[config.mk]
export PLATFORM = sky130hd
export DESIGN_NAME = tug_playfield
export DESIGN_NICKNAME = d
export VERILOG_FILES = /design/src/rtl/tug_playfield.sv
export SDC_FILE = /design/constraint.sdc
export NUM_CORES = 1
export LEC_CHECK = 0
export ABC_AREA = 0
export CAP_MARGIN = 20
export CORE_MARGIN = 2
export CORE_UTILIZATION = 45
export CTS_CLUSTER_DIAMETER = 120
export DETAILED_ROUTE_END_ITERATION = 8
export GPL_ROUTABILITY_DRIVEN = 0
export PLACE_DENSITY_LB_ADDON = 0.15
export SYNTH_ARGS = -nofsm -noshare
export SYNTH_HDL_FRONTEND = slang
export SYNTH_SLANG_ARGS = --single-unit
[constraint.sdc]
create_clock -name clk -period 2.9 [get_ports clk]
set_clock_uncertainty 0.05 [all_clocks]
set_input_delay 0.58 -clock clk [delete_from_list [all_inputs] [get_ports clk]]
set_output_delay 0.58 -clock clk [all_outputs]
set_load 0.05 [all_outputs]
[src/rtl/tug_playfield.sv]
// tug_playfield: tug-of-war game core that walks a lit LED, scores rounds and latches the match winner
module tug_playfield #(
  parameter int N_POS = 9,
  parameter int HOLD_CYCLES = 4,
  parameter int SCORE_MAX = 7,
  localparam int SW = $clog2(SCORE_MAX + 1)
) (
  input  logic             clk,
  input  logic             reset,
  input  logic             L,
  input  logic             R,
  output logic [N_POS-1:0] leds,
  output logic [1:0]       winner,
  output logic [SW-1:0]    score_l,
  output logic [SW-1:0]    score_r,
  output logic             game_over
);
  localparam int C = (N_POS - 1) / 2;
  localparam int PW = $clog2(N_POS);
  localparam int CW = HOLD_CYCLES > 1 ? $clog2(HOLD_CYCLES) : 1;
  localparam logic [N_POS-1:0] LED_C = N_POS'(1) << C;
  localparam logic [N_POS-1:0] LED_L = N_POS'(1) << (N_POS - 1);
  localparam logic [N_POS-1:0] LED_R = N_POS'(1);
  localparam logic [SW-1:0] SMAX = SW'(SCORE_MAX);
  typedef enum logic [1:0] {PLAY, WIN, OVER} state_t;
  state_t r_state;
  logic [PW-1:0] r_pos;
  logic [CW-1:0] r_cnt;
  logic [N_POS-1:0] r_leds;
  logic [1:0] r_winner;
  logic [SW-1:0] r_score_l, r_score_r;
  logic r_over;
  logic w_l, w_r, w_at_l, w_at_r;
  logic [SW-1:0] w_sl_inc, w_sr_inc;
  assign w_l = L & ~R;
  assign w_r = R & ~L;
  assign w_at_l = r_pos == PW'(N_POS - 1);
  assign w_at_r = r_pos == '0;
  assign w_sl_inc = r_score_l + 1'b1;
  assign w_sr_inc = r_score_r + 1'b1;
  assign leds = r_leds;
  assign winner = r_winner;
  assign score_l = r_score_l;
  assign score_r = r_score_r;
  assign game_over = r_over;
  // game FSM: moves the light in PLAY, holds the round result in WIN, freezes in OVER
  always_ff @(posedge clk) begin
    if (reset) begin
      r_state <= PLAY;
      r_pos <= PW'(C);
      r_leds <= LED_C;
      r_winner <= 2'b00;
      r_score_l <= '0;
      r_score_r <= '0;
      r_over <= 1'b0;
      r_cnt <= '0;
    end else begin
      case (r_state)
        PLAY: begin
          if (w_l && w_at_l) begin
            r_score_l <= w_sl_inc;
            r_winner <= 2'b10;
            r_leds <= LED_L;
            r_cnt <= CW'(HOLD_CYCLES - 1);
            r_state <= (w_sl_inc == SMAX) ? OVER : WIN;
            r_over <= w_sl_inc == SMAX;
          end else if (w_l) begin
            r_pos <= r_pos + 1'b1;
            r_leds <= r_leds << 1;
          end else if (w_r && w_at_r) begin
            r_score_r <= w_sr_inc;
            r_winner <= 2'b01;
            r_leds <= LED_R;
            r_cnt <= CW'(HOLD_CYCLES - 1);
            r_state <= (w_sr_inc == SMAX) ? OVER : WIN;
            r_over <= w_sr_inc == SMAX;
          end else if (w_r) begin
            r_pos <= r_pos - 1'b1;
            r_leds <= r_leds >> 1;
          end
        end
        WIN: begin
          if (r_cnt == '0) begin
            r_state <= PLAY;
            r_pos <= PW'(C);
            r_leds <= LED_C;
            r_winner <= 2'b00;
          end else begin
            r_cnt <= r_cnt - 1'b1;
          end
        end
        default: ;
      endcase
    end
  end
endmodule

==> results.json <==
{
  "antenna_cells": 0,
  "hold_path_depth": 1,
  "tritoncts": "yes",
  "async_reset_ff_share_pct": 0,
  "cp_max_fo": 5,
  "p_total_uw": 771,
  "initial_utilization_pct": 48.3,
  "netlist_top_cells_area": "dfxtp_1 (38%), ha_1 (9.2%), nor2_1 (5.0%)",
  "worst_pin_slew_ns": 0.531,
  "rr_endpoint": "r_pos[3]",
  "synth_area_per_cell_um2": 8.36,
  "synth_cell_type_count": 39,
  "grt_max_degree": 16,
  "peakVddDrop_v": 0.000282,
  "pwr_density_cell_nw_per_um2": 469,
  "clk_pin_slew_worst_paths_ns": 0.14,
  "die_area_um2": 3460,
  "synth_cells": 162,
  "seq_area_um2": 520,
  "grt_overflow_total": 0,
  "path_cells": "clkdlybuf4s50_1 -> inv_1 -> ha_1 -> or2_0 -> a21o_1 -> or2_4 -> or4_1 -> a31oi_1",
  "arrival_ns": 2.76,
  "critPathLaunch": "L",
  "die_y_um": 58.9,
  "h-tree-depth": 1,
  "postRouteWirelength_um": 2770,
  "hold_buffers": 0,
  "final_max_slew_viol_count": 0,
  "rows": 19,
  "hold_path_class": "flop to flop",
  "coreArea_um2": 2810,
  "vias": 1160,
  "die_w_um": 58.9,
  "ys_warn_count": 0,
  "grt_pass1_wl_um": 4610,
  "ff2ff_setup_slack_ns": 0.99,
  "grt_setup_unrepaired": "false",
  "status": "complete, no violations",
  "crit_slowest_cell": "clkdlybuf4s50_1",
  "cpPeakStageDelay_ns": 0.51,
  "yosysTopAreaCellShare_pct": 38.4,
  "relSlewSlack_pct": 64.6,
  "drt-initial-drc-count": 46,
  "end_kind": "flop",
  "setup_viol": 0,
  "boundaryPins": 22,
  "fmax_ghz": 0.391,
  "ys_seq_area_share_pct": 38.4,
  "total_leakage_power_nw": 0.629,
  "clockRootBuffer": "clkbuf_4",
  "cts_setup_buffers": 0,
  "rr_worst_depth": 5,
  "layout.nets": 201,
  "dp_hpwl_um": 2110,
  "multi_input_area_um2": 764,
  "synth_area_um2": 1350,
  "antenna_found_initial": 0,
  "synthFlopType": "dfxtp_1",
  "yosys.area.top_type": "dfxtp_1",
  "finalCritPeriodShare_pct": 88.2,
  "clock_path_buffers": 2,
  "layout-drive-gt1-share_pct": 7.53,
  "viasPerCell": 5.35,
  "fin_setup_tns_ns": 0,
  "crit_path_end": "r_pos[3]",
  "dr.pass1.iters": 5,
  "hold_viol": 0,
  "finalCriticalPeriod_ns": 2.56,
  "critPathKind": "input port to flop",
  "synth_edf_count": 0,
  "cp.required_ns": 3.10,
  "fillerInstances": 261,
  "synth_nets": 176,
  "drc": 0,
  "fin_util_pct": 58.5,
  "synthToLayoutAreaGrowth_pct": 21.3,
  "ctsResizeCount": 0,
  "grt_pass1_vias": 1050,
  "grtUsageTotal_pct": 16.9,
  "r2r_start": "r_pos[3]",
  "clk_latency_ns": 0.31,
  "drv_cap": 0,
  "drtAntennaViolNets": 0,
  "startpoint_type": "input port",
  "port_buffers": 21,
  "cts_sinks": 26,
  "synth_seq_cells": 26,
  "numCtsBuffers": 3,
  "wire_per_inst_um": 12.8
}
kinds of logic (layout without fill, tap and decap cells):
| group | after synthesis | in the layout | share of synthesized area (%) |
|---|---|---|---|
| AO/OA/AOI/OAI | 42 | 42 | 20.1 |
| XOR/XNOR | 8 | 8 | 5.18 |
| adder cells (fa/ha/maj) | 10 | 10 | 9.24 |
| buffers and inverters | 16 | 40 | 5.08 |
| flip-flops | 26 | 26 | 38.4 |
| multiplexers | 1 | 1 | 0.832 |
| AND/OR/NAND/NOR | 59 | 59 | 21.2 |
layout make-up:
| class | count | share of cell area [%] |
|---|---|---|
| multi-input combinational | 120 | 46.6 |
| inverter | 11 | 2.52 |
| clock buffer | 4 | 2.21 |
| tap | 31 | 2.36 |
| sequential | 26 | 31.7 |
| timing repair buffer | 25 | 14.6 |
sequential cells by signal (all words and copies together) (netlist names):
register   count
r_pos          4
winner         2
score_r        3
r_cnt          2
game_over      1
leds           9
r_state        2
score_l        3
critical path: cells and delay by family:
| kind | cells | cell delay, ns |
|---|---|---|
| AOI/OAI and AO/OA | 2 | 0.35 |
| adders and majority gates | 1 | 0.29 |
| buffers and inverters | 2 | 0.57 |
| and+or+nand+nor | 3 | 0.96 |
Yosys cell counts (2+ instances only):
cell,number
a211oi_1,4
a21o_1,2
a21oi_1,12
a22oi_1,6
a31oi_1,2
clkbuf_1,2
dfxtp_1,26
ha_1,10
inv_1,11
nand2_1,17
nand3_1,3
nor2_1,18
nor2b_1,4
nor3_1,4
o21ai_0,10
or3_1,2
xnor2_1,5
xor2_1,3
metal layers:
layer / part of all wire (%) / vias to the layer above / track usage (%)
li1: - / 603 / -
met1: 49 / 527 / 24.4
met2: 46 / 28 / 27.0
met3: 4.3 / 2 / 2.20
met4: 0.79 / 0 / 3.90
met5: 0 / - / 0
power breakdown:
group,leakage [nW],internal [mW],switching (mW),total (mW)
clock,0.0210,0.0766,0.103,0.180
sequential,0.211,0.379,0.0264,0.405
combinational,0.397,0.0786,0.107,0.186
layout by cell type, fill, tap and decap left out, types with 2 or more instances in the layout:
master           Yosys  final
a21o_1               2      2
nand3_1              3      3
clkbuf_4             0      3
xor2_1               3      3
or3_1                2      2
nor2_1              18     18
buf_4                0      4
a31oi_1              2      2
clkdlybuf4s50_1      0     21
xnor2_1              5      5
a211oi_1             4      4
o21ai_0             10     10
nor2b_1              4      4
nand2_1             17     17
ha_1                10     10
inv_1               11     11
a22oi_1              6      6
nor3_1               4      4
a21oi_1             12     12
dfxtp_1             26     26
worst min path at each step:
stage               from        end
2_1_floorplan   r_cnt[0]   r_cnt[0]
6_report        r_cnt[0]   r_cnt[0]
5_1_grt          leds[0]    leds[0]
3_3_place_gp    r_cnt[0]   r_cnt[0]
3_5_place_dp   winner[0]  winner[0]
4_1_cts         r_cnt[0]   r_cnt[0]
stage by stage:
step / cell area, um^2 / cells / worst slack (ns) / hold slack, ns
5_1_grt: 1640 / 217 / 0.256 / 0.465
6_report: 1640 / 217 / 0.341 / 0.431
3_5_place_dp: 1610 / 213 / 0.0252 / 0.402
2_1_floorplan: 1350 / 162 / 0.580 / 0.393
3_3_place_gp: 1610 / 213 / 0.0577 / 0.405
4_1_cts: 1640 / 217 / 0.353 / 0.431
Note: power is estimated with default switching activity, not from simulation.
